$ cat config.mk
export PLATFORM = sky130hd
export DESIGN_NAME = xor_hamming_acc
export DESIGN_NICKNAME = d
export VERILOG_FILES = /design/src/rtl/xor_hamming_acc.sv
export SDC_FILE = /design/constraint.sdc
export NUM_CORES = 1
export LEC_CHECK = 0
export ABC_CLOCK_PERIOD_IN_PS = 4200
export CORE_ASPECT_RATIO = 1.1
export CORE_MARGIN = 5
export CORE_UTILIZATION = 43
export CTS_BUF_LIST = sky130_fd_sc_hd__clkbuf_8 sky130_fd_sc_hd__clkbuf_16
export DETAILED_ROUTE_END_ITERATION = 12
export PLACE_DENSITY = 0.76
export SLEW_MARGIN = 20
export SYNTH_ARGS = -nofsm -noshare
export SYNTH_HDL_FRONTEND = slang
export SYNTH_SLANG_ARGS = --single-unit
$ cat constraint.sdc
create_clock -name clk -period 4.2 [get_ports clk]
set_input_delay 0.63 -clock clk [delete_from_list [all_inputs] [get_ports clk]]
set_output_delay 0.63 -clock clk [all_outputs]
set_load 0.1 [all_outputs]
$ cat src/rtl/xor_hamming_acc.sv
// Per-frame Hamming distance: popcount each XOR word, saturating sum over FRAME_LEN words; result 2 edges after last accept.
// in_ready depends only on state; it is low from the last accept until the result is taken, and the result is held while out_ready=0.
module xor_hamming_acc #(
   parameter int N         = 16,
   parameter int FRAME_LEN = 8,
   parameter int CW        = 16
) (
   input  logic          clk,
   input  logic          rst,
   input  logic          clear,
   input  logic          in_valid,
   output logic          in_ready,
   input  logic [N-1:0]  in_data,
   output logic          out_valid,
   input  logic          out_ready,
   output logic [CW-1:0] out_count,
   output logic          out_sat,
   output logic          busy
);
   localparam int PW = $clog2(N + 1);
   localparam int WW = (FRAME_LEN > 1) ? $clog2(FRAME_LEN) : 1;
   localparam logic [WW-1:0] LAST_W  = WW'(FRAME_LEN - 1);
   localparam logic [CW:0]   SAT_MAX = {1'b0, {CW{1'b1}}};

   typedef enum logic [1:0] {ACCUM, FLUSH, HOLD} state_t;

   state_t        state, state_nxt;
   logic [WW-1:0] wcnt;
   logic [PW-1:0] pc_reg, pc_nxt;
   logic          pc_vld;
   logic [CW-1:0] acc;
   logic          sat_flag;
   logic          take, last_word, overflow;
   logic [CW:0]   sum;
   logic [CW-1:0] sum_sat;

   assign in_ready  = (state == ACCUM);
   assign out_valid = (state == HOLD);
   // A word presented alongside clear is dropped, not counted into the next frame.
   assign take      = in_valid && in_ready && !clear;
   assign last_word = (wcnt == LAST_W);
   assign sum       = {1'b0, acc} + (CW + 1)'(pc_reg);
   assign overflow  = (sum > SAT_MAX);
   assign sum_sat   = overflow ? {CW{1'b1}} : sum[CW-1:0];
   assign busy      = (wcnt != '0) | pc_vld | (state != ACCUM);

   always_comb begin
      pc_nxt = '0;
      for (int i = 0; i < N; i++) begin
         pc_nxt = pc_nxt + PW'(in_data[i]);
      end
   end

   always_ff @(posedge clk) begin
      if (rst) begin
         state <= ACCUM;
      end else begin
         state <= state_nxt;
      end
   end

   always_comb begin
      state_nxt = state;
      case (state)
         ACCUM:   if (take && last_word) state_nxt = FLUSH;
         FLUSH:   state_nxt = HOLD;
         HOLD:    if (out_ready) state_nxt = ACCUM;
         default: state_nxt = ACCUM;
      endcase
      if (clear) state_nxt = ACCUM;
   end

   always_ff @(posedge clk) begin
      if (rst) begin
         wcnt      <= '0;
         pc_reg    <= '0;
         pc_vld    <= 1'b0;
         acc       <= '0;
         sat_flag  <= 1'b0;
         out_count <= '0;
         out_sat   <= 1'b0;
      end else if (clear) begin
         wcnt     <= '0;
         pc_vld   <= 1'b0;
         acc      <= '0;
         sat_flag <= 1'b0;
      end else begin
         pc_vld <= take;
         if (take) begin
            pc_reg <= pc_nxt;
            wcnt   <= last_word ? '0 : wcnt + WW'(1);
         end
         // FLUSH folds the final popcount straight into the result and restarts the accumulator.
         if (state == FLUSH) begin
            out_count <= sum_sat;
            out_sat   <= sat_flag | overflow;
            acc       <= '0;
            sat_flag  <= 1'b0;
         end else if (pc_vld) begin
            acc      <= sum_sat;
            sat_flag <= sat_flag | overflow;
         end
      end
   end
endmodule

# Word-level counts from Yosys, hierarchy flattened
# Cells that the tools add are included.
# word_totals
regBits	45
in_bits	21
out_inout_bits	20
# classes
n_addsub	17
order_cmp	1
n_eq_ne	5
muxes	5
bitwise	4
n_reduce_logical	12
# op_table
op	n
$add 5x1->5	11
$add 16x5->17	1
$gt 17x16->1 const B	1
$mux 16	1
$pmux 2 s3	1
$reduce_and 2->1	3
$add 4x1->5	1
$add 3x1->4	1
$mux 2	2
$ne 2x1->1 const B	2
$add 2x1->3	1
$add 3x1->3 const B	1
$eq 3x3->1 const B	1
$logic_and 1x1->1	3
$mux 3	1
$or 1x1->1	3
$reduce_bool 3->1	1
$reduce_or 3->1	1
$add 1x1->2	1
$eq 2x1->1 const B	1
$eq 2x2->1 const B	1
$logic_not 2->1	1
$reduce_bool 2->1	1
$reduce_or 2->1	1
other kinds (2)	2

# Logic depth before layout (Yosys ltp)
# logic_depth
depth_word	15
ltp_mapped	14
depth_no_buf	14

# Least setup slack after synthesis
# Ideal clock, no wire load.
# synth_path
path_kind	input-to-reg
from	input port in_data[0]
to	register pc_reg[4]
setup_ns	0.132
t_arrival_ns	3.511
t_required_ns	4.068
slack_ns	0.557
path_stages	11
n_path_buf	0
path_cell_list	inv_1 -> fa_1 -> fa_1 -> fa_1 -> fa_1 -> inv_1 -> ha_1 -> fa_1 -> a21o_1 -> nand3_1 -> a21oi_1
# synth_via
elab_chain_cells	15
# synth_rtl
element	line	rtl
start, declared	13	input logic [N-1:0] in_data,
$add 1x1->2	50	pc_nxt = pc_nxt + PW'(in_data[i]);
$add 2x1->3	50	
$add 3x1->4	50	
$add 4x1->5	50	
$add 5x1->5 (11 in series)	50	
end signal, assigned	90	pc_reg <= pc_nxt;
end, declared	29	logic [PW-1:0] pc_reg, pc_nxt;
# No other way between the ends.
# A chain may end at the register's enable or synchronous reset.

# Worst setup path in the final report
# layout_path
from	input port in_data[0]
to	register pc_reg[2]
# The elaborated chain is that of the path after synthesis.

==> implementation parameters <==
Parameter                              Value

Status
  Run status ... finished, final reports clean

Clocking
  Clock latency of the later-clocked register in the worst-skew pair ... 300 ps
  Maximum level of the CTS H-tree ... 2
  Reg clk slew, reported paths ... roughly 80 ps
  Clock root buffer master ... clkbuf_8
  Number of instances resized during post-cts repair ... 0
  Number of setup buffers added after CTS ... 0
  Inserted Clock Buffers ... 5
  Maximum number of buffers from clock root to sink ... 2
  Number of buffers inserted for hold repair after clock tree synthesis ... 0
  Number of clock sinks seen by CTS ... between 40 and 50
  CTS tree ... done

GRT
  First-pass GRT wire length ... approximately 9400 um
  Maximum number of pins on one net before global-route repair ... 30
  Number of global-route vias before repair ... approximately 2.1k
  Initial antenna violation count ... 0
  Total congestion overflow ... 0
  Met1 routing resource usage after global routing ... roughly 16%
  Global routing's busiest layer ... met2
  GR met2 Demand/Resource ... between 20% and 30%
  M3 GR Usage ... approximately 2.8%
  Combined global-route utilization of all metal layers ... between 10 and 15%

Critical path
  Setup CP Type ... in2reg
  Dominant cell type by count on the critical path ... fa_1
  Required time at the worst-slack endpoint ... 4410 ps
  Library cell contributing the largest single delay on the critical path ... fa_1
  Critical path buffer and inverter count ... 3
  Max Fanout on Critical Path ... 2
  Data arrival time of the worst path ... 4160 ps
  Critical Path Max Stage Delay ... ~550 ps
  Kind of launch point of the worst setup path ... primary input
  Critical-path cell list ... clkdlybuf4s50_1 -> inv_1 -> fa_1 -> fa_1 -> fa_1 -> fa_1 -> inv_1 -> ha_1 -> fa_1 -> xnor2_1 -> a211oi_1
  Top delay family on crit path ... adder cells
  Element type at the critical path end ... flop

STA
  Slew HR ... a little over a third
  Final-layout worst hold slack ... 487.0 ps
  Count of final max-slew check failures ... 0
  Setup violation total in the final timing report ... 0
  Minimum clock period ... a little under 4000 ps
  Final count of hold timing violations ... 0
  Transition time of the tightest slew-check pin ... between 900 and 1000 ps
  Worst clock skew on the final layout ... approximately 4.8 ps
  Upper clock frequency limit ... between 200 and 300 MHz
  RSZ-0062 raised after global routing ... false
  Share of the clock period used by the worst path ... 94.09%
  Setup TNS Final ... 0 ps

Logic synthesis
  Cell taking the most area after synthesis ... dfxtp_1
  Dominant cell by count in the synthesized netlist ... dfxtp_1
  Synthesized area ... around 2700 um^2
  Post-synthesis sequential area ratio ... between 30% and 40%
  Synth cell types ... between 50 and 60
  Syn nets ... approximately 350
  Cells taking the most area after synthesis ... dfxtp_1 34%, fa_1 8.3%, ha_1 6.1%
  Most common flop cell mapped by yosys ... dfxtp_1
  Number of warning messages in the yosys log ... 0
  Fraction of synthesized cell area taken by the top area cell type ... 33.90%
  Leading cell types by count after synthesis ... 45 x dfxtp_1, 39 x nor2_1, 29 x inv_1
  Synthesized instance count ... 302
  Post-synthesis async set-or-reset flop share ... 0%
  Number of flops mapped to enable cells by yosys ... 0
  Mean cell area of the mapped netlist ... just under 9 um^2
  Post-synthesis register bit count ... 45

Routing
  DR pass1 iterations ... 4
  Number of DRC violations after detailed-routing iteration 0 ... approximately 130
  Via-to-Cell Ratio ... 5.366
  Total via count after detailed routing ... roughly 2.2k
  Count of antenna-violating nets left after detailed routing ... 0
  Wirelength, routed ... 5437 um
  DRC violation count after routing ... 0
  Wire per inst ... 13.16 um

Worst hold path
  Worst hold path class ... reg2reg

Floorplan
  Die Height ... between 90 and 100 um
  Boundary Pins ... between 40 and 50
  Placeable core area ... just over 6000 um^2
  Row count ... 30
  Initial Util ... a little over two fifths
  Width of the die ... approximately 85 um
  Die area ... roughly 8000 um^2

Layout
  Ant diodes ... 0
  Fillers ... approximately 620
  Area growth from synthesis to layout ... 19.07%
  Share of layout cells above drive strength 1 ... ~5.4%
  Layout net count ... roughly 380
  Final cell area excluding filler cells ... approximately 3200 um^2
  Final core occ ... 52.04%

Power and ir drop
  Total power density per cell area ... between 300 and 400 nW/um^2
  Power Total ... approximately 0.98 mW
  Leak ... approximately 1.2 nW
  Worst voltage drop across the vdd grid ... around 0.18 mV

Placement
  Buffers on Ports ... 40
  Final GP Congestion ... 0.8661
  Area after detailed placement ... about 3100 um^2
  Final HPWL DP ... 4013 um

Job
  Max Cap Violations ... 0
-- kinds of logic (layout without fill, tap and decap cells) --
| logic type | Yosys count | after routing | share of synthesized area [%] |
|---|---|---|---|
| compound gates | 76 | 76 | 20.43 |
| xor+xnor | 9 | 9 | 2.966 |
| fa+ha+maj | 24 | 24 | 14.41 |
| buf+inv | 48 | 79 | 7.956 |
| flops | 45 | 45 | 33.90 |
| mux | 3 | 3 | 1.130 |
| simple gates | 97 | 97 | 19.21 |
-- stage by stage --
stage	setup slack [ps]	instances
detailed placement	-77.31	406
floorplan	556.6	302
CTS	239.8	413
finish	248.0	413
global placement	35.87	406
global route	64.33	413
-- metal layers --
| layer | wire, um | part of all wire [%] |
|---|---|---|
| met4 | 112 | 2.1 |
| met1 | 2370 | 44 |
| met5 | 0 | 0 |
| met2 | 2681 | 49 |
| met3 | 272 | 5.0 |
-- power by group --
group / total (mW) / leakage, nW / internal (mW) / switching, mW
sequential: 0.446 / 0.363 / 0.437 / 0.00865
combinational: 0.264 / 0.836 / 0.126 / 0.138
clock: 0.270 / 0.0485 / 0.128 / 0.142
-- worst paths after layout --
check	slack (ps)	depth (start not counted)	end	start
setup / recovery	250	11	pc_reg[2]	in_data[0]
hold / removal	490	2	out_count[14]	out_count[14]
setup reg to reg	1710	8	acc[6]	pc_reg[0]
hold reg to reg	490	2	out_count[14]	out_count[14]
-- worst register-to-register path: stages, from the launching register on --
cell      delay, ps
dfxtp_1         350
ha_1            180
inv_1            60
fa_1            410
nor2b_1         160
o31a_1          300
o211ai_1        380
and4_1          360
a211oi_1        210
-- area by class of cell --
type                            count  area (um^2)  area share, %
Clock buffer                        6        82.58          2.610
Clock inverter                      1        3.754         0.1186
Tap cell                           80        100.1          3.163
Sequential cell                    45        900.9          28.47
Inverter                           29        108.9          3.440
Multi-Input combinational cell    209         1545          48.83
Timing Repair Buffer               43        422.9          13.36
-- cells in the final DEF, fill, tap and decap left out, types with 6 or more instances in the layout --
cell / synthesis / final
dfxtp_1: 45 / 45
clkdlybuf4s50_1: 0 / 40
nor2_1: 39 / 39
inv_1: 29 / 30
a211oi_1: 15 / 15
nor3_1: 15 / 15
a21oi_1: 14 / 14
ha_1: 13 / 13
fa_1: 11 / 11
nand2_1: 7 / 7
a31oi_1: 7 / 7
o21ai_0: 7 / 7
and4_1: 6 / 6
xnor2_1: 6 / 6
clkbuf_8: 0 / 6
Note: power is estimated with default switching activity, not from simulation.
